**src/rtl/dec_dispatch_pkg.sv**
```systemverilog
`default_nettype none
// ============================================================================
// dec_dispatch_pkg : shared types and widths for the decode dispatch slice
// Rev 1.0
// ============================================================================
package dec_dispatch_pkg;

  localparam int DEF_INS       = 32;
  localparam int DEF_QDEPTH    = 8;
  localparam int DEF_ROB_DEPTH = 16;

  localparam int QW        = $clog2(DEF_QDEPTH) + 1;
  localparam int CW        = $clog2(DEF_ROB_DEPTH + 1);
  localparam int MAX_ISSUE = 2;

  typedef struct packed {
    logic [DEF_INS-1:0] ins;
    logic [DEF_INS-1:0] pc;
  } ins_entry_t;

endpackage
`default_nettype wire

```
**src/rtl/dec_dispatch_if.sv**
```systemverilog
`default_nettype none
// ============================================================================
// ifc_rob_dec : two-wide decode-to-ROB instruction interface
// Rev 1.0
// ============================================================================
interface ifc_rob_dec
  import dec_dispatch_pkg::*;
#(
  parameter int INS = DEF_INS
);
  logic           ins1_valid;
  logic [INS-1:0] ins1;
  logic [INS-1:0] PC1;
  logic           ins2_valid;
  logic [INS-1:0] ins2;
  logic [INS-1:0] PC2;

  modport dec (output ins1_valid, ins1, PC1, ins2_valid, ins2, PC2);
  modport rob (input  ins1_valid, ins1, PC1, ins2_valid, ins2, PC2);
endinterface
`default_nettype wire

```
**src/rtl/dec_dispatch_queue.sv**
```systemverilog
`default_nettype none
// ============================================================================
// ins_queue_2w : circular buffer, up to two writes and two reads per cycle
// Rev 1.0
// ============================================================================
module ins_queue_2w
  import dec_dispatch_pkg::*;
#(
  parameter type T     = ins_entry_t,
  parameter int  DEPTH = DEF_QDEPTH
) (
  input  wire logic                   clk,
  input  wire logic                   rst,
  input  wire logic                   flush_i,
  input  wire logic                   wr1_i,
  input  wire logic                   wr2_i,
  input  wire T                       wdata1_i,
  input  wire T                       wdata2_i,
  input  wire logic [1:0]             rd_n_i,
  output T                            head0_o,
  output T                            head1_o,
  output logic [$clog2(DEPTH):0]      count_o
);
  localparam int AW = $clog2(DEPTH);

  T                mem_q [DEPTH];
  logic [AW-1:0]   wr_ptr_q;
  logic [AW-1:0]   rd_ptr_q;
  logic [AW:0]     count_q;
  logic            w_wr2;
  logic [1:0]      w_enq;

  // Slot 2 is only ever written behind slot 1.
  assign w_wr2 = wr1_i & wr2_i;
  assign w_enq = {1'b0, wr1_i} + {1'b0, w_wr2};

  always_ff @(posedge clk or posedge rst) begin
    if (rst) begin
      wr_ptr_q <= '0;
      rd_ptr_q <= '0;
      count_q  <= '0;
    end else if (flush_i) begin
      wr_ptr_q <= '0;
      rd_ptr_q <= '0;
      count_q  <= '0;
    end else begin
      wr_ptr_q <= wr_ptr_q + AW'(w_enq);
      rd_ptr_q <= rd_ptr_q + AW'(rd_n_i);
      count_q  <= count_q + (AW+1)'(w_enq) - (AW+1)'(rd_n_i);
    end
  end

  always_ff @(posedge clk) begin
    if (!flush_i) begin
      if (wr1_i) mem_q[wr_ptr_q]           <= wdata1_i;
      if (w_wr2) mem_q[wr_ptr_q + AW'(1)]  <= wdata2_i;
    end
  end

  assign head0_o = mem_q[rd_ptr_q];
  assign head1_o = mem_q[rd_ptr_q + AW'(1)];
  assign count_o = count_q;
endmodule
`default_nettype wire

```
**src/rtl/dec_dispatch.sv**
```systemverilog
`default_nettype none
// ============================================================================
// dec_dispatch : decode-side transmitter, queue + credit-throttled 2-wide issue
// Rev 1.0
// ============================================================================
module dec_dispatch
  import dec_dispatch_pkg::*;
#(
  parameter int INS       = DEF_INS,
  parameter int QDEPTH    = DEF_QDEPTH,
  parameter int ROB_DEPTH = DEF_ROB_DEPTH
) (
  input  wire logic                    clk,
  input  wire logic                    rst,
  input  wire logic                    flush,
  input  wire logic                    f_valid1,
  input  wire logic [INS-1:0]          f_ins1,
  input  wire logic [INS-1:0]          f_pc1,
  input  wire logic                    f_valid2,
  input  wire logic [INS-1:0]          f_ins2,
  input  wire logic [INS-1:0]          f_pc2,
  output logic                         f_ready,
  input  wire logic [1:0]              rob_retire_cnt,
  ifc_rob_dec.dec                      rob_dec_if,
  output logic [$clog2(QDEPTH):0]      q_count
);
  localparam int CNT_W  = $clog2(QDEPTH) + 1;
  localparam int CRED_W = $clog2(ROB_DEPTH + 1);

  if (INS != DEF_INS || QDEPTH < 4 || (QDEPTH & (QDEPTH - 1)) != 0) begin : g_param_check
    $error("dec_dispatch: unsupported parameter set");
  end

  ins_entry_t          w_head0, w_head1;
  logic [CNT_W-1:0]    w_count;
  logic                w_wr1;
  logic [1:0]          w_n;
  logic [CRED_W:0]     w_cred_sum;
  logic [CRED_W-1:0]   credits_q, credits_d;
  logic                ins1_valid_q, ins2_valid_q;
  ins_entry_t          slot1_q, slot2_q;

  // Readiness comes from the registered count only, so a full queue stays
  // closed even in a cycle where it also drains.
  assign f_ready = (w_count <= CNT_W'(QDEPTH - 2));
  assign w_wr1   = f_ready & f_valid1;

  ins_queue_2w #(.T(ins_entry_t), .DEPTH(QDEPTH)) u_queue (
    .clk      (clk),
    .rst      (rst),
    .flush_i  (flush),
    .wr1_i    (w_wr1),
    .wr2_i    (f_valid2),
    .wdata1_i ({f_ins1, f_pc1}),
    .wdata2_i ({f_ins2, f_pc2}),
    .rd_n_i   (w_n),
    .head0_o  (w_head0),
    .head1_o  (w_head1),
    .count_o  (w_count)
  );

  always_comb begin
    w_n = 2'(MAX_ISSUE);
    if (w_count < CNT_W'(2)) w_n = w_count[1:0];
    if ({{(CRED_W-2){1'b0}}, w_n} > credits_q) w_n = credits_q[1:0];
  end

  assign w_cred_sum = {1'b0, credits_q} + (CRED_W+1)'(rob_retire_cnt);
  assign credits_d  = CRED_W'(w_cred_sum - (CRED_W+1)'(w_n));

  always_ff @(posedge clk or posedge rst) begin
    if (rst) begin
      credits_q    <= CRED_W'(ROB_DEPTH);
      ins1_valid_q <= 1'b0;
      ins2_valid_q <= 1'b0;
      slot1_q      <= '0;
      slot2_q      <= '0;
    end else if (flush) begin
      credits_q    <= CRED_W'(ROB_DEPTH);
      ins1_valid_q <= 1'b0;
      ins2_valid_q <= 1'b0;
      slot1_q      <= '0;
      slot2_q      <= '0;
    end else begin
      credits_q    <= credits_d;
      ins1_valid_q <= (w_n != 2'd0);
      ins2_valid_q <= (w_n == 2'd2);
      slot1_q      <= (w_n != 2'd0) ? w_head0 : '0;
      slot2_q      <= (w_n == 2'd2) ? w_head1 : '0;
    end
  end

  // Retiring more than was ever dispatched is a ROB protocol violation.
  a_credit_overflow: assert property (@(posedge clk) disable iff (rst)
    !flush |-> (w_cred_sum - (CRED_W+1)'(w_n)) <= (CRED_W+1)'(ROB_DEPTH));

  assign rob_dec_if.ins1_valid = ins1_valid_q;
  assign rob_dec_if.ins1       = slot1_q.ins;
  assign rob_dec_if.PC1        = slot1_q.pc;
  assign rob_dec_if.ins2_valid = ins2_valid_q;
  assign rob_dec_if.ins2       = slot2_q.ins;
  assign rob_dec_if.PC2        = slot2_q.pc;
  assign q_count               = w_count;
endmodule
`default_nettype wire

```
**src/flat_wrapper.sv**
```systemverilog
// flat-port wrapper written by rule: the top's interface ports become plain ports
module dec_dispatch_flat import dec_dispatch_pkg::*;
#(
  parameter int INS       = DEF_INS,
  parameter int QDEPTH    = DEF_QDEPTH,
  parameter int ROB_DEPTH = DEF_ROB_DEPTH
)
  (clk, rst, flush, f_valid1, f_ins1, f_pc1, f_valid2, f_ins2, f_pc2, f_ready, rob_retire_cnt, q_count, rob_dec_if_ins1_valid, rob_dec_if_ins1, rob_dec_if_PC1, rob_dec_if_ins2_valid, rob_dec_if_ins2, rob_dec_if_PC2);
  ifc_rob_dec #(.INS(INS)) rob_dec_if_i ();
  input  wire logic clk;
  input  wire logic rst;
  input  wire logic flush;
  input  wire logic f_valid1;
  input  wire logic [INS-1:0] f_ins1;
  input  wire logic [INS-1:0] f_pc1;
  input  wire logic f_valid2;
  input  wire logic [INS-1:0] f_ins2;
  input  wire logic [INS-1:0] f_pc2;
  output logic f_ready;
  input  wire logic [1:0] rob_retire_cnt;
  output logic [$clog2(QDEPTH):0] q_count;
  output wire logic [$bits(rob_dec_if_i.ins1_valid)-1:0] rob_dec_if_ins1_valid;
  output wire logic [$bits(rob_dec_if_i.ins1)-1:0] rob_dec_if_ins1;
  output wire logic [$bits(rob_dec_if_i.PC1)-1:0] rob_dec_if_PC1;
  output wire logic [$bits(rob_dec_if_i.ins2_valid)-1:0] rob_dec_if_ins2_valid;
  output wire logic [$bits(rob_dec_if_i.ins2)-1:0] rob_dec_if_ins2;
  output wire logic [$bits(rob_dec_if_i.PC2)-1:0] rob_dec_if_PC2;
  assign rob_dec_if_ins1_valid = rob_dec_if_i.ins1_valid;
  assign rob_dec_if_ins1 = rob_dec_if_i.ins1;
  assign rob_dec_if_PC1 = rob_dec_if_i.PC1;
  assign rob_dec_if_ins2_valid = rob_dec_if_i.ins2_valid;
  assign rob_dec_if_ins2 = rob_dec_if_i.ins2;
  assign rob_dec_if_PC2 = rob_dec_if_i.PC2;
  dec_dispatch #(.INS(INS), .QDEPTH(QDEPTH), .ROB_DEPTH(ROB_DEPTH)) u_core (.clk(clk), .rst(rst), .flush(flush), .f_valid1(f_valid1), .f_ins1(f_ins1), .f_pc1(f_pc1), .f_valid2(f_valid2), .f_ins2(f_ins2), .f_pc2(f_pc2), .f_ready(f_ready), .rob_retire_cnt(rob_retire_cnt), .rob_dec_if(rob_dec_if_i), .q_count(q_count));
endmodule
```
**config.mk**
```make
export PLATFORM = sky130hd
export DESIGN_NAME = dec_dispatch_flat
export DESIGN_NICKNAME = d
export VERILOG_FILES = /design/src/rtl/dec_dispatch_pkg.sv /design/src/rtl/dec_dispatch_if.sv /design/src/rtl/dec_dispatch_queue.sv /design/src/rtl/dec_dispatch.sv /design/src/flat_wrapper.sv
export SDC_FILE = /design/constraint.sdc
export NUM_CORES = 1
export LEC_CHECK = 0
export CORE_MARGIN = 3
export CORE_UTILIZATION = 45
export CTS_CLUSTER_DIAMETER = 30
export DETAILED_ROUTE_END_ITERATION = 8
export PLACE_DENSITY_LB_ADDON = 0.3
export SLEW_MARGIN = 40
export SYNTH_ARGS = -nofsm -noshare
export SYNTH_HDL_FRONTEND = slang
export SYNTH_SLANG_ARGS = --single-unit
```
**constraint.sdc**
```tcl
create_clock -name clk -period 8.2 [get_ports clk]
set_clock_uncertainty 0.1 [all_clocks]
set_input_delay 1.64 -clock clk [delete_from_list [all_inputs] [get_ports clk]]
set_output_delay 1.64 -clock clk [all_outputs]
set_load 0.03 [all_outputs]
```
## After elaboration in Yosys (flattened, before gate mapping)

Memories as Yosys holds them, arrays and structs flattened.
Index checks and enable logic that the tools add are counted.
W data, S select, Z words.

| storage, ports and cells | value |
|---|---|
| register bits | 145 |
| latch bits | 0 |
| memory bits (writable) | 512 |
| ROM bits | 0 |
| input bits | 135 |
| output and inout bits | 135 |
| logic and storage cells | 45 |
| memories kept | 1 |

Memories:

| memory | words | bits a word | rd ports | clocked after memory_dff | wr ports | line | source |
|---|---|---|---|---|---|---|---|
| u_core.u_queue.mem_q | 8 | 64 | 2 | 0 | 2 | dec_dispatch_queue.sv:26 | `T mem_q [DEPTH];` |

| cells by class | value |
|---|---|
| $add $sub $neg | 9 |
| multipliers | 0 |
| div/mod/pow operators | 0 |
| magnitude comparators | 3 |
| eq/ne operators | 1 |
| shift operators | 0 |
| muxes and demuxes | 18 |
| bitwise operators | 2 |
| reduce and logical (&&, ||, !) cells | 1 |

Operator list:

| kind | number |
|---|---|
| $mux W64 | 4 |
| $mux W1 | 8 |
| $add A3 B1 Y3 const B | 2 |
| $add A3 B2 Y3 | 2 |
| $mux W3 | 2 |
| $add A5 B2 Y5 | 1 |
| $gt A2 B5 Y1 | 1 |
| $mux W5 | 1 |
| $sub A5 B2 Y5 | 1 |
| $add A4 B2 Y4 | 1 |
| $le A4 B3 Y1 const B | 1 |
| $lt A4 B2 Y1 const B | 1 |
| $mux W2 | 2 |
| $mux W4 | 1 |
| $sub A4 B2 Y4 | 1 |
| $add A1 B1 Y2 | 1 |
| $and A1 B1 Y1 | 2 |
| $eq A2 B2 Y1 const B | 1 |
| $reduce_bool A2 Y1 | 1 |

## Depth between registers and ports, before layout

| depth | value |
|---|---|
| depth in word-level cells | 7 |
| mapped depth | 18 |
| mapped depth without buffers | 18 |

## Hierarchy

Synthesis repeated with hierarchy kept, for this count alone.

| second synthesis, totals | value |
|---|---|
| cells, all modules | 2248 |
| area total of the unflattened synthesis | 36627.6 um^2 |

Modules (own cells, without submodules):

| module | instances | cells each | area each (um^2) | seq. area each (um^2) |
|---|---|---|---|---|
| ins_queue_2w | 1 | 1623 | 30036.3 | 15625.0 |
| dec_dispatch | 1 | 625 | 6591.3 | 3379.5 |

## Worst setup path after synthesis

No wires, ideal clock.

| path | value |
|---|---|
| path kind | input to register |
| start point | in flush |
| end point | mem u_core.u_queue.mem_q[0][0] (netlist bit) (enable) |
| setup time | 0.661 ns |
| arrival | 8.477 ns |
| required time | 7.439 ns |
| setup slack | -1.038 ns |
| cell stages on the path | 3 |
| buffers on the path | 1 |
| cell sequence | or2_0 buf_1 o41ai_1 |

RTL lines:

| item | line | source |
|---|---|---|
| start, declared | flat_wrapper.sv:12 | `input wire logic flush;` |
| end, declared | dec_dispatch_queue.sv:26 |  |

==> results.txt <==
Entering global routing, the biggest net connects 109 pins. The average routed wire per standard cell was 27.3 um. The largest family of logic cells by synthesized area was multiplexers. The cell area that synthesis handed to floorplanning was 34,200 um2.

For the estimated wirelength of the detail-placed design, the log shows 53.9 mm. The count of nets left with antenna violations once routing finished came out at 0. In this run the mean area of a mapped cell was 16.9 um2. The post-synthesis instance total was 2,029. The net count of the finished layout is 2,499. The initial antenna violation count was 17; the final critical-path share of the clock period was 0.610. Data arrives at the worst endpoint at 5220 ps. The logs give 0.414 for the remaining max-slew budget at the tightest pin and 3 for the clock tree buffer depth. The xor and xnor area share after synthesis is 0.00282. The worst hold path depth is 2.

Cell count of the worst reg-to-reg path: 18. The fraction of layout instances using a drive strength above 1 works out to 0.225. Synthesis produced a netlist with a net count of 2,189. The placed instances occupy a cell area of 37,700 um2. The portion of the post-synthesis area used by sequential elements was 0.556; the depth of the CTS H-tree was 4.

The overall die width is 282 um. The critical path capture point type is a flip-flop. Number of instances resized during post-cts repair: 0. The port buffer count is 269, and the post-synthesis register bit count is 657. Clock-pin slew was measured on the worst setup and hold paths at 40 ps. For this design the top-level I/O count stands at 270.

The number of clock buffers added by TritonCTS is 142. The startpoint type of the worst setup path is an input pin. For this run, the leading register cell type out of synthesis is edfxtp_1.

Start point of the critical path: flush. The number of enable-type register cells in the synthesized netlist came out at 512. The number of maximum-capacitance constraint violations is 0, and the distinct cell type count of the synthesized netlist is 40.

The routed wire length was 93.8 mm. Critical path start-end classification: input pin to flip-flop. Multiplexer fraction of the synthesized cell area: 0.357. Yosys attributes the largest share of cell area to edfxtp_1 45%, mux2_1 17%, mux4_2 17%. The run gives 2480 ps as the worst setup slack after placement. The length of the first detailed-routing pass in iterations is 5. The complex-gate fraction of the synthesized area was 0.0140. For this run, the top clock speed supported by timing is 200 MHz.

Share of flip-flops with an asynchronous set or reset: 0.221. The number of hold-repair buffers added at the cts stage came out at 0. edfxtp_1 takes more of the synthesized area than any other cell.

For the worst-skew pair, the clock arrives at the later sink with an insertion delay of 700 ps. The clock period minus final worst setup slack works out to 5000 ps. VDD sags by at most 0.327 mV. Using the TritonRoute via totals, the vias-per-cell ratio works out to 6.03. The run finished with clean final reports. Of all nets on the critical path, the largest fanout is 35. In this run the critical register-to-register path is captured at u_core.credits_q[4]. CTS placed an instance of clkbuf_16 at the clock tree root. For the detailed-route via count, the log shows 20,700. From bottom edge to top edge, the die measures 282 um. Yosys printed 0 warnings.

The worst path meets setup with 3200 ps of slack. Initial core utilization: 0.457. In the layout the commonest cells are 512 x mux2_1, 512 x edfxtp_1, 269 x clkdlybuf4s50_1. The finished layout cell area came out at 42,500 um2. For this run, design rule violations remaining after detail routing come to 0.

The floorplan step defined a die boundary enclosing 79,400 um2. The top cell type's share of synthesized area is 0.449. The area growth from synthesis to layout is 24.4%.

The uppermost metal layer occupied by signal nets was met5. TritonCTS built the clock tree. Summed over all cells, the static leakage comes to 0.0148 uW. Global router's overall resource usage: 0.239. For the met2 layer wire length in the routed design, the log shows 46.3 mm. In this run, the number of DRC markers left after iteration 0 of detailed routing was 1,636. Once layout is complete, the cells apart from fillers number 3,436. Setup repair after global routing left no endpoint under its margin.

The run gives 100 as the floorplan row count. In the final timing run, aggregate negative setup slack is 0 ps. The design draws 15,400 uW. The via count of the first global-routing pass is 22,300. Area share of and/or/nand/nor cells after synthesis: 0.0289.

In this run the post-CTS setup repair buffer count came out at 0. Final hold violation count: 0. In this run the worst setup path terminates at u_core.u_queue.mem_q[6][34]. Total number of clock tree sinks: 657. The core region is 74,800 um2. Post-synthesis share of cell area spent on full adders, half adders and majority gates: 0.0100. The register-to-register setup slack was 3900 ps.

The startpoint identified for the worst register-to-register timing path is u_core.u_queue.count_o[2]. Summed over all nets, wire length on met3 after detailed routing comes to 6.26 mm. At the pin with the least slew margin, the transition time is 879 ps. Routability-driven placement finished with a final weighted congestion of 0.765. The number of setup violations in the final report was 0.

The number of placed instances, taps included, is 3,163. The max-slew violation total from the final report came out at 0. The overflow left after global routing came out at 0. For the worst setup path, the data required time is 8410 ps.

The class of the tightest hold or removal check is flip-flop to flip-flop. The first global-routing pass estimated 140 mm of wire. The power density relative to cell area was 362 nW/um2. The run gives 37.8 mm as the detailed-routing wirelength on met1.
==> how the worst min path moves through the flow <==
stage / slack, ps / from / endpoint
finish: 600 / u_core.u_queue.wr_ptr_q[0] / u_core.u_queue.wr_ptr_q[0]
global route: 660 / u_core.u_queue.wr_ptr_q[0] / u_core.u_queue.wr_ptr_q[0]
CTS: 610 / u_core.u_queue.wr_ptr_q[0] / u_core.u_queue.wr_ptr_q[0]
detailed placement: 600 / u_core.u_queue.wr_ptr_q[0] / u_core.u_queue.wr_ptr_q[0]
global placement: 570 / u_core.u_queue.wr_ptr_q[0] / u_core.u_queue.wr_ptr_q[0]
floorplan: 510 / u_core.u_queue.rd_ptr_q[0] / u_core.u_queue.rd_ptr_q[0]
==> power breakdown <==
part / switching [uW] / total (uW) / internal [uW]
registers: 262 / 4370 / 4100
clock network: 1780 / 5540 / 3750
logic: 3030 / 5500 / 2470
total: 5080 / 15400 / 10300
==> layer usage <==
layer  vias to the layer above  GRT usage
li1                       8776          -
met1                     10900      0.303
met2                       845      0.397
met3                       209     0.0546
met4                        12      0.105
met5                         -          0
==> sequential cells by signal (all words and copies together) (netlist names) <==
name                          cells
u_core.u_queue.wr_ptr_q           3
u_core.credits_q                  5
u_core.u_queue.count_o            4
u_core.rob_dec_if.PC2            32
u_core.u_queue.rd_ptr_q           3
u_core.rob_dec_if.ins1           32
u_core.rob_dec_if.PC1            32
u_core.rob_dec_if.ins2           32
u_core.rob_dec_if.ins1_valid      1
u_core.rob_dec_if.ins2_valid      1
u_core.u_queue.mem_q            512
==> layout make-up <==
type | count | area, um2
Tap cell | 969 | 1210
Sequential cell | 657 | 19000
Antenna cell | 10 | 25.0
Multi-Input combinational cell | 1199 | 14300
Clock buffer | 193 | 4050
Clock inverter | 69 | 678
Fill cell | 5783 | 32300
Inverter | 21 | 86.3
Timing Repair Buffer | 318 | 3150
==> cells by family after synthesis <==
logic type | Yosys count
multiplexers | 837
flip-flops | 657
AND/OR/NAND/NOR | 240
buffers and inverters | 173
AO/OA/AOI/OAI | 86
adder cells (fa/ha/maj) | 25
XOR/XNOR | 11
==> synth_stat cells (21+ instances only) <==
library cell	n
nand2_1	131
nor2_1	78
buf_2	49
ha_1	21
mux2i_1	69
clkbuf_1	42
mux2_1	512
a21oi_1	69
dfrtp_1	144
edfxtp_1	512
buf_6	47
mux4_2	256
==> stage by stage <==
stage                util  hold slack (ps)
CTS                 0.568              607
floorplan               -              509
detailed placement  0.504              596
global route        0.568              660
finish              0.569              599
global placement    0.504              569
==> critical path: stages <==
cell	delay (ps)
clkdlybuf4s50_1	780
nand2b_1	570
nor2_1	240
and3_4	580
o21bai_4	220
buf_4	450
buf_4	630
(Power assumes the default switching activity.)
